[src/rtl/load_store_unit.sv]
// Sequential load/store unit: turns decoded memory controls into a single word-wide
// request/acknowledge bus access, with lane steering, load extension and fault pulses.
module load_store_unit #(
    parameter int unsigned TIMEOUT = 16
) (
    input  logic        clk,
    input  logic        rst_n,
    input  logic        dm_read,
    input  logic        dm_write,
    input  logic [2:0]  funct3,
    input  logic [31:0] addr,
    input  logic [31:0] store_data,
    output logic [31:0] load_data,
    output logic        lsu_stall,
    output logic        lsu_done,
    output logic        misaligned,
    output logic        bus_err,
    output logic        mem_req,
    output logic        mem_we,
    output logic [31:0] mem_addr,
    output logic [31:0] mem_wdata,
    output logic [3:0]  mem_be,
    input  logic        mem_ack,
    input  logic [31:0] mem_rdata
);

    localparam logic [7:0] TimeoutCnt = 8'(TIMEOUT);

    typedef enum logic [1:0] {StIdle, StReq, StDone, StFault} state_e;

    state_e      state_q, state_d;
    logic [7:0]  cnt_q, cnt_d;
    logic [1:0]  lane_q, lane_d;
    logic [2:0]  f3_q, f3_d;
    logic [31:0] load_data_q, load_data_d;
    logic        lsu_done_q, lsu_done_d;
    logic        misaligned_q, misaligned_d;
    logic        bus_err_q, bus_err_d;
    logic        mem_req_q, mem_req_d;
    logic        mem_we_q, mem_we_d;
    logic [31:0] mem_addr_q, mem_addr_d;
    logic [31:0] mem_wdata_q, mem_wdata_d;
    logic [3:0]  mem_be_q, mem_be_d;

    logic        legal;
    logic [3:0]  st_be;
    logic [31:0] st_wdata;
    logic [7:0]  rd_byte;
    logic [15:0] rd_half;
    logic [31:0] rd_ext;

    // Legality of the access presented in IDLE; a store wins when both strobes are high.
    always_comb begin
        legal = 1'b0;
        if (dm_write) begin
            case (funct3)
                3'b000:  legal = 1'b1;
                3'b001:  legal = ~addr[0];
                3'b010:  legal = (addr[1:0] == 2'b00);
                default: legal = 1'b0;
            endcase
        end else begin
            case (funct3)
                3'b000, 3'b100: legal = 1'b1;
                3'b001, 3'b101: legal = ~addr[0];
                3'b010:         legal = (addr[1:0] == 2'b00);
                default:        legal = 1'b0;
            endcase
        end
    end

    always_comb begin
        case (funct3[1:0])
            2'b00: begin
                st_be    = 4'b0001 << addr[1:0];
                st_wdata = {4{store_data[7:0]}};
            end
            2'b01: begin
                st_be    = 4'b0011 << {addr[1], 1'b0};
                st_wdata = {2{store_data[15:0]}};
            end
            default: begin
                st_be    = 4'b1111;
                st_wdata = store_data;
            end
        endcase
    end

    always_comb begin
        case (lane_q)
            2'd0:    rd_byte = mem_rdata[7:0];
            2'd1:    rd_byte = mem_rdata[15:8];
            2'd2:    rd_byte = mem_rdata[23:16];
            default: rd_byte = mem_rdata[31:24];
        endcase
        rd_half = lane_q[1] ? mem_rdata[31:16] : mem_rdata[15:0];
        case (f3_q)
            3'b000:  rd_ext = {{24{rd_byte[7]}}, rd_byte};
            3'b001:  rd_ext = {{16{rd_half[15]}}, rd_half};
            3'b100:  rd_ext = {24'd0, rd_byte};
            3'b101:  rd_ext = {16'd0, rd_half};
            default: rd_ext = mem_rdata;
        endcase
    end

    always_comb begin
        state_d      = state_q;
        cnt_d        = cnt_q;
        lane_d       = lane_q;
        f3_d         = f3_q;
        load_data_d  = load_data_q;
        lsu_done_d   = 1'b0;
        misaligned_d = 1'b0;
        bus_err_d    = 1'b0;
        mem_req_d    = mem_req_q;
        mem_we_d     = mem_we_q;
        mem_addr_d   = mem_addr_q;
        mem_wdata_d  = mem_wdata_q;
        mem_be_d     = mem_be_q;

        case (state_q)
            StIdle: begin
                if (dm_write || dm_read) begin
                    if (legal) begin
                        state_d     = StReq;
                        cnt_d       = 8'd0;
                        lane_d      = addr[1:0];
                        f3_d        = funct3;
                        mem_req_d   = 1'b1;
                        mem_we_d    = dm_write;
                        mem_addr_d  = {addr[31:2], 2'b00};
                        mem_be_d    = dm_write ? st_be : 4'b0000;
                        mem_wdata_d = dm_write ? st_wdata : 32'd0;
                    end else begin
                        state_d      = StFault;
                        misaligned_d = 1'b1;
                    end
                end
            end
            StReq: begin
                if (mem_ack) begin
                    state_d    = StDone;
                    mem_req_d  = 1'b0;
                    lsu_done_d = 1'b1;
                    if (!mem_we_q) begin
                        load_data_d = rd_ext;
                    end
                end else if (cnt_q + 8'd1 == TimeoutCnt) begin
                    state_d   = StFault;
                    mem_req_d = 1'b0;
                    bus_err_d = 1'b1;
                    cnt_d     = 8'd0;
                end else begin
                    cnt_d = cnt_q + 8'd1;
                end
            end
            StDone:  state_d = StIdle;
            default: state_d = StIdle;
        endcase
    end

    always_ff @(posedge clk or negedge rst_n) begin
        if (!rst_n) begin
            state_q      <= StIdle;
            cnt_q        <= 8'd0;
            lane_q       <= 2'd0;
            f3_q         <= 3'd0;
            load_data_q  <= 32'd0;
            lsu_done_q   <= 1'b0;
            misaligned_q <= 1'b0;
            bus_err_q    <= 1'b0;
            mem_req_q    <= 1'b0;
            mem_we_q     <= 1'b0;
            mem_addr_q   <= 32'd0;
            mem_wdata_q  <= 32'd0;
            mem_be_q     <= 4'd0;
        end else begin
            state_q      <= state_d;
            cnt_q        <= cnt_d;
            lane_q       <= lane_d;
            f3_q         <= f3_d;
            load_data_q  <= load_data_d;
            lsu_done_q   <= lsu_done_d;
            misaligned_q <= misaligned_d;
            bus_err_q    <= bus_err_d;
            mem_req_q    <= mem_req_d;
            mem_we_q     <= mem_we_d;
            mem_addr_q   <= mem_addr_d;
            mem_wdata_q  <= mem_wdata_d;
            mem_be_q     <= mem_be_d;
        end
    end

    assign lsu_stall  = ((state_q == StIdle) && (dm_read || dm_write)) ||
                        (state_q == StReq) || (state_q == StFault);
    assign load_data  = load_data_q;
    assign lsu_done   = lsu_done_q;
    assign misaligned = misaligned_q;
    assign bus_err    = bus_err_q;
    assign mem_req    = mem_req_q;
    assign mem_we     = mem_we_q;
    assign mem_addr   = mem_addr_q;
    assign mem_wdata  = mem_wdata_q;
    assign mem_be     = mem_be_q;

endmodule

[config.mk]
export PLATFORM = sky130hd
export DESIGN_NAME = load_store_unit
export DESIGN_NICKNAME = d
export VERILOG_FILES = /design/src/rtl/load_store_unit.sv
export SDC_FILE = /design/constraint.sdc
export NUM_CORES = 1
export LEC_CHECK = 0
export ABC_AREA = 1
export CAP_MARGIN = 20
export CORE_ASPECT_RATIO = 1.75
export CORE_MARGIN = 10
export CORE_UTILIZATION = 65
export DETAILED_ROUTE_END_ITERATION = 10
export DONT_BUFFER_PORTS = 1
export HOLD_SLACK_MARGIN = 0.03
export PLACE_DENSITY_LB_ADDON = 0.25
export SYNTH_ARGS = -nofsm -noshare
export SYNTH_HDL_FRONTEND = slang
export SYNTH_SLANG_ARGS = --single-unit
[constraint.sdc]
create_clock -name clk -period 2.9 [get_ports clk]
set_clock_uncertainty 0.15 [all_clocks]
set_input_delay 0.725 -clock clk [delete_from_list [all_inputs] [get_ports clk]]
set_output_delay 0.725 -clock clk [all_outputs]
set_load 0.02 [all_outputs]
Word-level counts from Yosys, hierarchy flattened:

Cells that the tools add are included.

* multiplexer cells: 33
* add/sub/neg operators: 1
* reduce and logical (&&, ||, !) cells: 18
* eq/ne operators: 17
* bitwise logic cells: 2
* shift operators: 2

Operators by type and width (count)
* 32-bit case mux with 4 select lines: 1
* 32-bit case mux with 2 select lines: 1
* 32-bit 2-to-1 mux: 1
* 8-bit 2-to-1 mux: 4
* 8-bit case mux with 3 select lines: 1
* 16-bit 2-to-1 mux: 1
* 8-bit case mux with 2 select lines: 1
* 1-bit 2-to-1 mux: 13
* 3-bit == test, second input constant: 4
* 8-bit by 1-bit adder with 8-bit output, second input constant: 1
* 8-bit by 5-bit == test with 1-bit output, second input constant: 1
* 2-bit logical NOT: 4
* 2-bit 2-to-1 mux: 4
* 4-bit case mux with 2 select lines: 1
* 4-bit AND reduction: 2
* 2-bit by 1-bit == test with 1-bit output, second input constant: 3
* 3-bit by 1-bit == test with 1-bit output, second input constant: 2
* 3-bit logical NOT: 2
* 2-bit != test, second input constant: 3
* 1-bit case mux with 3 select lines: 2
* 3-bit AND reduction: 2
* 2-bit == test, second input constant: 2
* 4-bit 2-to-1 mux: 1
* 2-bit case mux with 2 select lines: 1
* 11 further kinds: 15

* logic and storage cells: 86
* bits in registers: 118
* input bits: 104
* output and inout bits: 106

Depth between registers and ports, before layout:

Gate-level depths: netlist of the first run.

* depth in word-level cells: 7
* depth in mapped cells: 12
* depth with buffers taken out: 12

Worst setup path after synthesis of the first run:

No wires, ideal clock.

* path type: in2out
* start point: input dm_write
* end point: output lsu_stall
* stages: 4
* data arrival time: 1.128 ns
* path buffers: 0
* setup slack: 0.897 ns
* required time: 2.025 ns
* cell sequence: nor2_1 -> inv_2 -> nand2_1 -> nand2_1

* longest elaborated chain between the ends: 4

RTL lines
* start: declaration: RTL line 9 `input logic dm_write,`
* 1-bit logical OR: RTL line 194 `assign lsu_stall = ((state_q == StIdle) && (dm_read || dm_write)) ||`
* 1-bit logical AND: RTL line 194
* 1-bit logical OR: RTL line 194
* 1-bit logical OR: RTL line 195 `(state_q == StReq) || (state_q == StFault);`
* end: declaration: RTL line 14 `output logic lsu_stall,`

Every way passes these cells.

Worst setup path in the final report of the first run:

* start point: register state_q[1]
* end point: register load_data_q[15], in the netlist load_data[15]

* longest elaborated chain between the ends: 2

RTL lines
* start: declaration: RTL line 31 `state_e state_q, state_d;`
* start signal: assignment: RTL line 164 `state_q <= StIdle;`
* start signal: assignment: RTL line 178 `state_q <= state_d;`
* 2-bit by 1-bit == test with 1-bit output: RTL line 121 `case (state_q)`
* 3-bit AND reduction (no source line)
* end signal: assignment: RTL line 182 `load_data_q <= load_data_d;`
* end: declaration: RTL line 35 `logic [31:0] load_data_q, load_data_d;`

Every way passes these cells.
A chain may end at the register's enable or synchronous reset.

==> results by group, run 1 <==
Layout
  • Diode count: 0
  • Filler Cell Count: 706
  • Nets: 817
  • Layout cell share with drive strength beyond 1: 9.39%
  • P&R area growth vs syn: 9.64%

Worst setup path
  • Slowest CP cell: inv_2
  • Max stage delay on crit path: 440 ps
  • R2R depth: 8
  • Kind of cell adding the most delay to the critical path: buffers and inverters
  • Setup crit start: state_q[1]
  • Crit path depth: 8
  • Worst setup SP type: register
  • FF-to-FF End: load_data[15]
  • WS Path Type: reg -> reg
  • CP max FO: 33
  • Crit. End Element: register
  • Flop2flop setup slack: 750 ps
  • Crit path to: load_data[15]
  • Critical Path AT: 2330 ps
  • Worst Path Required: 3080 ps
  • Crit-path most repeated cell: nand2_2
  • CP cell instances: inv_1, nand2_2, nor2_4, nand2_2, inv_2, buf_4, nor2_1, a31oi_1
  • Worst r2r src: state_q[1]
  • WP buf/inv: 3

Logic synthesis
  • Sequential element share of the synthesized area: 51.1%
  • Ys Warns: 0
  • Post-synthesis cell type count: 32
  • Post-synth EDFFs: 0
  • Largest area contributor in the netlist: dfrtp_1
  • #FFs+latches synth: 118
  • Post-Synthesis Cells: 725
  • Asr flop ratio synth: 100%
  • Count leader, synth: nand2_1
  • Synth area leaders: dfrtp_1 51%, nand2_1 17%, inv_1 4.2%
  • Post-synth top area share: 51.1%
  • Post-synth top cells: 267 x nand2_1, 118 x dfrtp_1, 65 x inv_1, 59 x nor2_1, 44 x o21ai_0
  • Post-synthesis cell area: 5770 µm²
  • Post-synth top flop: dfrtp_1
  • Avg Inst Size Synth: 7.96 µm²

Power
  • Pwr Density: 1220 nW/µm²
  • Worst IR drop on VDD: 0.000716 V
  • Power, Total: 7.72 mW
  • Internal Power: 4.24 mW
  • Sequential power share: 48.8%
  • Clock share of power: 26.8%
  • Switching power of the nets: 3.48 mW
  • Logic pwr share: 24.4%
  • Static leakage: 3.18 nW
  • Switching part of the total: 45.1%

Die
  • Initial Util: 66.6%
  • Full die area: 13,200 µm²
  • Die X: 91.3 µm
  • Die Height: 145 µm
  • Site row count: 45
  • Core area: 8670 µm²
  • I/O Pins: 210

Routing
  • Routed Antenna Nets: 0
  • Vias per Instance: 5.78
  • 1st-iter DRT viols: 214
  • First drt pass iteration count: 5
  • Total wire length: 16,300 µm
  • Routed length per placed instance: 19.4 µm
  • Detailed-route via count: 4,865
  • Residual DRC: 0

Placed design
  • Port Buffer Count: 0
  • Gpl congestion: 0.942
  • Post-DP HPWL: 12,300 µm
  • Placement Setup Slack: 330 ps

STA
  • Max-slew headroom: 44.4%
  • Tcrit/Tclk final: 74.1%
  • Post-layout worst setup margin: 750 ps
  • RSZ-0062 raised after global routing: false
  • Hold Slack: -148 ps
  • Final Critical Period: 2150 ps
  • Final Hold Vio Count: 118
  • Final Setup Violations: 0
  • Slew Limit Fails: 0
  • Least-Margin Pin Slew: 828 ps
  • Max Freq: 0.465 GHz
  • Post-route setup TNS: 0 ps

Job
  • MaxCap Viol Count: 0

Outcome
  • Failing checks: negative hold slack
  • Status: finished with violations

GRT
  • Total Routing Usage GR: 24.4%
  • Initial antenna violation count: 0
  • First-pass GRT wire length: 25,300 µm
  • Pin count of the biggest net entering global routing: 119
  • Total grt overflow: 0
  • Number of global-route vias before repair: 4,872

Clocking
  • Clk_lat worst skew: 410 ps
  • Clock transition at path regs: 60 ps
  • H-tree depth: 4
  • Clock tree from TritonCTS: done
  • Longest Clk Path Bufs: 2
  • PostCTS Resize Cnt: 0
  • CTS Buf Count: 17
  • Clock Sinks: 118
  • CTS Root Cell: clkbuf_16
  • Post-CTS setup buffers: 0

Worst hold path
  • Class of the worst hold path: in -> async
[power groups by stage]
stage | Sequential, mW | Clock (mW) | Combinational [mW]
floorplan | 3.53 | 0 | 1.63
global placement | 3.79 | 0 | 1.77
detailed placement | 3.80 | 0 | 1.88
CTS | 3.79 | 2.09 | 1.89
global route | 3.86 | 2.17 | 2.17
finish | 3.77 | 2.07 | 1.89
[layout by cell type (no fill, tap or decap), drive strengths merged, types with 2 or more instances in the layout]
| cell | netlist | routed |
|---|---|---|
| dfrtp | 118 | 118 |
| o2111ai | 4 | 4 |
| nand2 | 275 | 275 |
| o211ai | 15 | 15 |
| a21oi | 16 | 16 |
| o21bai | 16 | 16 |
| o221ai | 8 | 8 |
| nand4 | 3 | 3 |
| conb | 1 | 2 |
| nor2 | 62 | 62 |
| nand3 | 14 | 14 |
| ha | 2 | 2 |
| clkinvlp | 0 | 2 |
| inv | 72 | 83 |
| o21ai | 78 | 78 |
| clkbuf | 8 | 17 |
| buf | 30 | 4 |
[cell families (layout without fill, tap and decap cells)]
logic type,Yosys count,after routing,share of synthesized area (%)
compound gates,138,138,15.3
simple gates,356,356,24.6
buf+inv,110,108,8.52
flops,118,118,51.1
other cells,1,2,0.0649
fa+ha+maj,2,2,0.433
[worst min path at each step]
stage,slack [ps],to,cells after the start,startpoint
2_1_floorplan,280,bus_err,0,rst_n
3_3_place_gp,280,load_data[12],0,rst_n
3_5_place_dp,280,load_data[12],0,rst_n
4_1_cts,-160,mem_wdata[24],0,rst_n
5_1_grt,-160,load_data[13],0,rst_n
6_report,-150,load_data[11],0,rst_n
[layout make-up]
| cell class | count | area (µm²) | share of cell area [%] |
|---|---|---|---|
| clock buffer | 17 | 425 | 6.72 |
| clock inverter | 15 | 160 | 2.53 |
| inverter | 72 | 270 | 4.27 |
| multi-input combinational | 498 | 2330 | 36.9 |
| sequential | 118 | 2950 | 46.6 |
| tap | 117 | 146 | 2.31 |
| timing repair buffer | 4 | 42.5 | 0.672 |
[layer usage]
metal | wire, µm | vias to the layer above | global-route usage (%)
li1 | - | 2275 | -
met1 | 5190 | 2286 | 23.3
met2 | 8340 | 253 | 41.7
met3 | 2060 | 51 | 12.5
met4 | 713 | 0 | 13.6
met5 | 0 | - | 0
[flip-flops by register name, indices dropped and copies added (netlist names), 2 cells and up]
signal / count
cnt_q: 8
f3_q: 3
lane_q: 2
load_data: 32
mem_addr: 30
mem_be: 4
mem_wdata: 32
state_q: 2
[stage by stage]
step / std cells / area (µm²) / utilization (%)
3_5_place_dp: 808 / 5730 / 66.0
3_3_place_gp: 808 / 5730 / 66.0
5_1_grt: 841 / 6330 / 73.0
2_1_floorplan: 726 / 5780 / -
4_1_cts: 840 / 6310 / 72.8
6_report: 841 / 6330 / 73.0
No activity file was read; power rests on OpenSTA's default activity.
==> run 2, diff against run 1 <==
- CORE_UTILIZATION: 65 -> 57
- clock period: 2.9 -> 1.9 ns (I/O delays scaled with it)
==> run 2 against run 1 <==
- the flow still finishes with violations (negative hold slack)
- wire length increased by 6.0%
- final cell count increased by 5.2%
- power increased by 57%
- die area increased by 11%
- worst setup slack got worse by 610 ps
- critical endpoint is now lsu_stall
- largest cell class unchanged
- highest routed layer unchanged
==> results by group, run 2 (synthesized netlist as in run 1, its figures left out) <==
Layout
  • Finished Layout Cells: 885
  • P&R area growth vs syn: 16.7%
  • Most frequent cells in the layout: 264 x nand2_1, 118 x dfrtp_1, 65 x inv_1
  • Final core utilization: 68.0%
  • Nets: 853
  • Most common cell after layout, fill and taps aside: nand2_1
  • Diode count: 0
  • Layout cell share with drive strength beyond 1: 11.3%

Die
  • Core area: 9910 µm²
  • Site row count: 48
  • Full die area: 14,700 µm²
  • Initial Util: 58.3%
  • Die X: 96.1 µm
  • I/O Pins: 210
  • Die Height: 153 µm

Clocking
  • CTS Root Cell: clkbuf_16
  • Clock tree from TritonCTS: done
  • CTS Buf Count: 17
  • H-tree depth: 4
  • Clock transition at path regs: 60 ps
  • Clock Sinks: 118
  • Clk_lat worst skew: 410 ps
  • Post-CTS Hold Buffers: 22
  • Longest Clk Path Bufs: 2

STA
  • Final Critical Period: 1760 ps
  • RSZ-0062 raised after global routing: false
  • Hold Slack: -393 ps
  • Slew Limit Fails: 0
  • Post-route setup TNS: 0 ps
  • Max Freq: 0.567 GHz
  • Tcrit/Tclk final: 92.8%
  • Final Setup Violations: 0
  • Final Hold Vio Count: 118
  • Post-layout worst setup margin: 136 ps

Placed design
  • Gpl congestion: 0.934
  • Dpl cells: 830
  • Post-DP HPWL: 12,600 µm
  • Port Buffer Count: 0
  • Placement Setup Slack: 50.2 ps

Worst setup path
  • WS Path Type: reg -> out
  • Critical Path AT: 1140 ps
  • CP max FO: 3
  • Slowest CP cell: dfrtp_1
  • Flop2flop setup slack: 160 ps
  • Max stage delay on crit path: 370 ps
  • Worst setup SP type: register
  • Crit. End Element: output port
  • Worst Path Required: 1270 ps
  • CP cell instances: inv_1, nand2_1, nand2_2
  • Kind of cell adding the most delay to the critical path: flip-flops
  • WP buf/inv: 1

Routing
  • Vias per Instance: 5.64
  • Routed length per placed instance: 19.5 µm
  • Detailed-route via count: 4,987
  • First drt pass iteration count: 5
  • Routed Antenna Nets: 0
  • 1st-iter DRT viols: 316
  • Residual DRC: 0
  • Total wire length: 17,300 µm

Power
  • Worst IR drop on VDD: 0.00112 V
  • Switching part of the total: 43.8%
  • Switching power of the nets: 5.30 mW
  • Clock share of power: 26.2%
  • Static leakage: 3.34 nW
  • Power, Total: 12.1 mW
  • Sequential power share: 47.2%
  • Internal Power: 6.81 mW
  • Pwr Density: 1800 nW/µm²
  • Logic pwr share: 26.6%

GRT
  • Total Routing Usage GR: 23.8%
  • Met2 usage: 40.1%
  • Initial antenna violation count: 0
  • Pin count of the biggest net entering global routing: 119
  • First-pass GRT wire length: 27,200 µm
  • Number of global-route vias before repair: 5,169
  • M1 GR Usage: 23.3%
  • Gr busiest metal: met2
  • GR Layer Usage met3: 12.5%
  • Total grt overflow: 0

Worst hold path
  • Class of the worst hold path: in -> async

Outcome
  • Failing checks: negative hold slack
  • Status: finished with violations

Job
  • MaxCap Viol Count: 0
## run 2: worst reg2reg max path: cells and delay by family (launching register included)
kind                       cells  cell delay, ps
DFF                            1             390
adders and majority gates      1             220
AOI/OAI and AO/OA              1             160
and+or+nand+nor                8             700
## run 2: power by group through the flow
stage | clock, mW | combinational [mW] | sequential (mW)
2_1_floorplan | 0 | 2.49 | 5.38
3_3_place_gp | 0 | 2.98 | 5.75
3_5_place_dp | 0 | 3.13 | 5.77
4_1_cts | 3.21 | 3.17 | 5.75
5_1_grt | 3.34 | 3.66 | 5.88
6_report | 3.17 | 3.21 | 5.72
## run 2: final cells by class
type	count	area, µm²
clock buffers	19	443
flip-flops and latches	118	2950
fillers	776	3170
repair buffers	40	418
clock inverters	13	149
inverters	72	270
well taps	125	156
multi-input cells	498	2350
## run 2: final timing paths
| check | startpoint | to | cells after the start |
|---|---|---|---|
| setup / recovery | state_q[1] | lsu_stall | 3 |
| hold / removal | rst_n | load_data[13] | 0 |
| setup reg to reg | cnt_q[1] | mem_req | 10 |
| hold reg to reg | cnt_q[7] | cnt_q[7] | 2 |
| max in group asynchronous | rst_n | cnt_q[3] | 0 |
| min in group clk | addr[3] | mem_addr[3] | 2 |
## run 2: per-layer routing
layer / part of all wire (%) / wire (µm) / up-vias
met1: 32 / 5530 / 2371
li1: - / - / 2338
met2: 52 / 8990 / 246
met3: 13 / 2260 / 32
met5: 0 / 0 / -
met4: 2.9 / 508 / 0
## run 2: timing repair
| item | in CTS | in global routing |
|---|---|---|
| setup endpoints to repair | 0 | 6 |
| buffers inserted | 0 | 1 |
| endpoints found under the hold margin | 140 | 118 |
| gates resized for setup | 0 | 5 |
## run 2: stage by stage
step           cell area (µm²)  hold WS [ps]
2_1_floorplan             5780          29.4
3_3_place_gp              5900          32.8
3_5_place_dp              5900          33.2
4_1_cts                   6720          -405
5_1_grt                   6740          -418
6_report                  6740          -393
==> run 3, diff against run 2 <==
--- a/config.mk
+++ b/config.mk
@@ -12,2 +12,3 @@
 export CORE_UTILIZATION = 57
+export CTS_CLUSTER_DIAMETER = 50
 export DETAILED_ROUTE_END_ITERATION = 10
@@ -16,2 +17,3 @@
 export PLACE_DENSITY_LB_ADDON = 0.25
+export SLEW_MARGIN = 20
 export SYNTH_ARGS = -nofsm -noshare
--- a/constraint.sdc
+++ b/constraint.sdc
@@ -4,2 +4,2 @@
 set_output_delay 0.475 -clock clk [all_outputs]
-set_load 0.02 [all_outputs]
+set_load 0.01 [all_outputs]
==> run 3 against run 2 <==
- the run still ends with negative hold slack left
- worst setup slack worse by 36 ps
- sequential power is 12% lower
- count of clock-buffer cells in the layout rose by 3
- critical endpoint is now mem_req
- non-clock buffer count decreased by 15
- wire length down 1.9%
- sequential share of layout area is 0.75 points higher
==> results by group, run 3 (synthesized netlist as in run 1, its figures left out) <==
Outcome
  • Status: finished with violations
  • Failing checks: negative hold slack

Placed design
  • Post-DP HPWL: 12,600 µm
  • Port Buffer Count: 0
  • Gpl congestion: 0.917
  • Placement Setup Slack: 40.8 ps
  • Placed Area: 5850 µm²

Layout
  • Filler Cell Count: 821
  • Most common cell after layout, fill and taps aside: nand2_1
  • Most frequent cells in the layout: 266 x nand2_1, 118 x dfrtp_1, 65 x inv_1
  • Cell area after layout: 6620 µm²
  • P&R area growth vs syn: 14.7%
  • Nets: 838
  • Diode count: 0
  • Layout cell share with drive strength beyond 1: 10.5%

Clocking
  • Clk_lat worst skew: 400 ps
  • CTS Root Cell: clkbuf_16
  • Longest Clk Path Bufs: 2
  • Clock Sinks: 118
  • Clock transition at path regs: 60 ps
  • Post-CTS Hold Buffers: 12
  • H-tree depth: 4
  • Clock tree from TritonCTS: done
  • CTS Buf Count: 17

STA
  • Final Setup Violations: 0
  • RSZ-0062 raised after global routing: true
  • Hold Slack: -390 ps
  • Slew Limit Fails: 0
  • Final Critical Period: 1800 ps
  • Tcrit/Tclk final: 94.7%
  • Final Hold Vio Count: 118
  • Post-layout worst setup margin: 100 ps
  • Post-route setup TNS: 0 ps
  • Max Freq: 0.556 GHz

Routing
  • 1st-iter DRT viols: 327
  • Detailed-route via count: 4,915
  • First drt pass iteration count: 5
  • Total wire length: 16,900 µm
  • Residual DRC: 0
  • Vias per Instance: 5.66
  • Routed Antenna Nets: 0
  • Met2 WL: 8500 µm
  • Highest routed layer: met4
  • Routed length per placed instance: 19.5 µm
  • Routed wire length on met3: 2130 µm
  • Met1 wire length: 5560 µm

Worst setup path
  • Worst r2r src: cnt_q[0]
  • Setup crit start: cnt_q[0]
  • Slowest CP cell: dfrtp_1
  • WP buf/inv: 0
  • CP max FO: 5
  • Crit path depth: 11
  • Worst Path Required: 2020 ps
  • Worst setup SP type: register
  • FF-to-FF End: mem_req
  • Crit. End Element: register
  • Flop2flop setup slack: 100 ps
  • Critical Path AT: 1920 ps
  • Crit path to: mem_req
  • CP cell instances: ha_2, nand3_1, nand2_1, nand2_1, nand3_1, nor2_2, nand2_2, nand2_1, nand2_1, nand2_1, nand2_1
  • WS Path Type: reg -> reg
  • Crit-path most repeated cell: nand2_1
  • Max stage delay on crit path: 390 ps
  • Kind of cell adding the most delay to the critical path: simple AND/OR/NAND/NOR gates
  • R2R depth: 11

Die
  • Initial Util: 58.3%
  • Die Height: 153 µm
  • Die X: 96.1 µm
  • Core area: 9910 µm²
  • Full die area: 14,700 µm²
  • Site row count: 48
  • I/O Pins: 210

GRT
  • Total grt overflow: 0
  • Number of global-route vias before repair: 5,028
  • Initial antenna violation count: 0
  • First-pass GRT wire length: 26,500 µm
  • Total Routing Usage GR: 23.1%
  • Pin count of the biggest net entering global routing: 119

Power
  • Worst IR drop on VDD: 0.00111 V
  • Pwr Density: 1730 nW/µm²
  • Power, Total: 11.5 mW
  • Static leakage: 3.31 nW

Job
  • MaxCap Viol Count: 0

Worst hold path
  • Class of the worst hold path: in -> async
run 3: report_power, final:
part	switching, mW	internal, mW
clock network	1.07	2.32
logic	1.89	1.17
registers	1.44	3.59
run 3: per-stage QoR:
stage	hold WS [ps]	util, %	cells
after global routing	-410	66.8	868
after floorplan	29.4	-	726
after detailed placement	33.1	59.1	825
after global placement	32.9	59.1	825
final	-390	66.8	868
after CTS	-402	66.7	868
run 3: layout make-up:
type                    instances  area [µm²]  area share, %
clock buffers                  22         484           7.31
well taps                     125         156           2.36
multi-input cells             498        2340           35.4
flip-flops and latches        118        2950           44.6
clock inverters                 8         146           2.21
repair buffers                 25         268           4.04
inverters                      72         270           4.08
run 3: worst min-delay path by stage:
stage	slack (ps)	to	from
3_5_place_dp	30	load_data[11]	rst_n
5_1_grt	-410	load_data[13]	rst_n
3_3_place_gp	30	load_data[11]	rst_n
6_report	-390	load_data[13]	rst_n
2_1_floorplan	30	bus_err	rst_n
4_1_cts	-400	load_data[11]	rst_n
run 3: repair_timing:
item | CTS | global route
endpoints found under the setup margin | 1 | 5
hold endpoints to repair | 130 | 118
pin swaps | 0 | 0
resized for setup | 0 | 4
setup buffers | 1 | 0
run 3: per-layer routing:
| metal | GRT usage (%) | vias to the layer above |
|---|---|---|
| met5 | 0 | - |
| met4 | 12.2 | 0 |
| met3 | 11.3 | 48 |
| met2 | 37.4 | 233 |
| met1 | 23.5 | 2326 |
| li1 | - | 2308 |
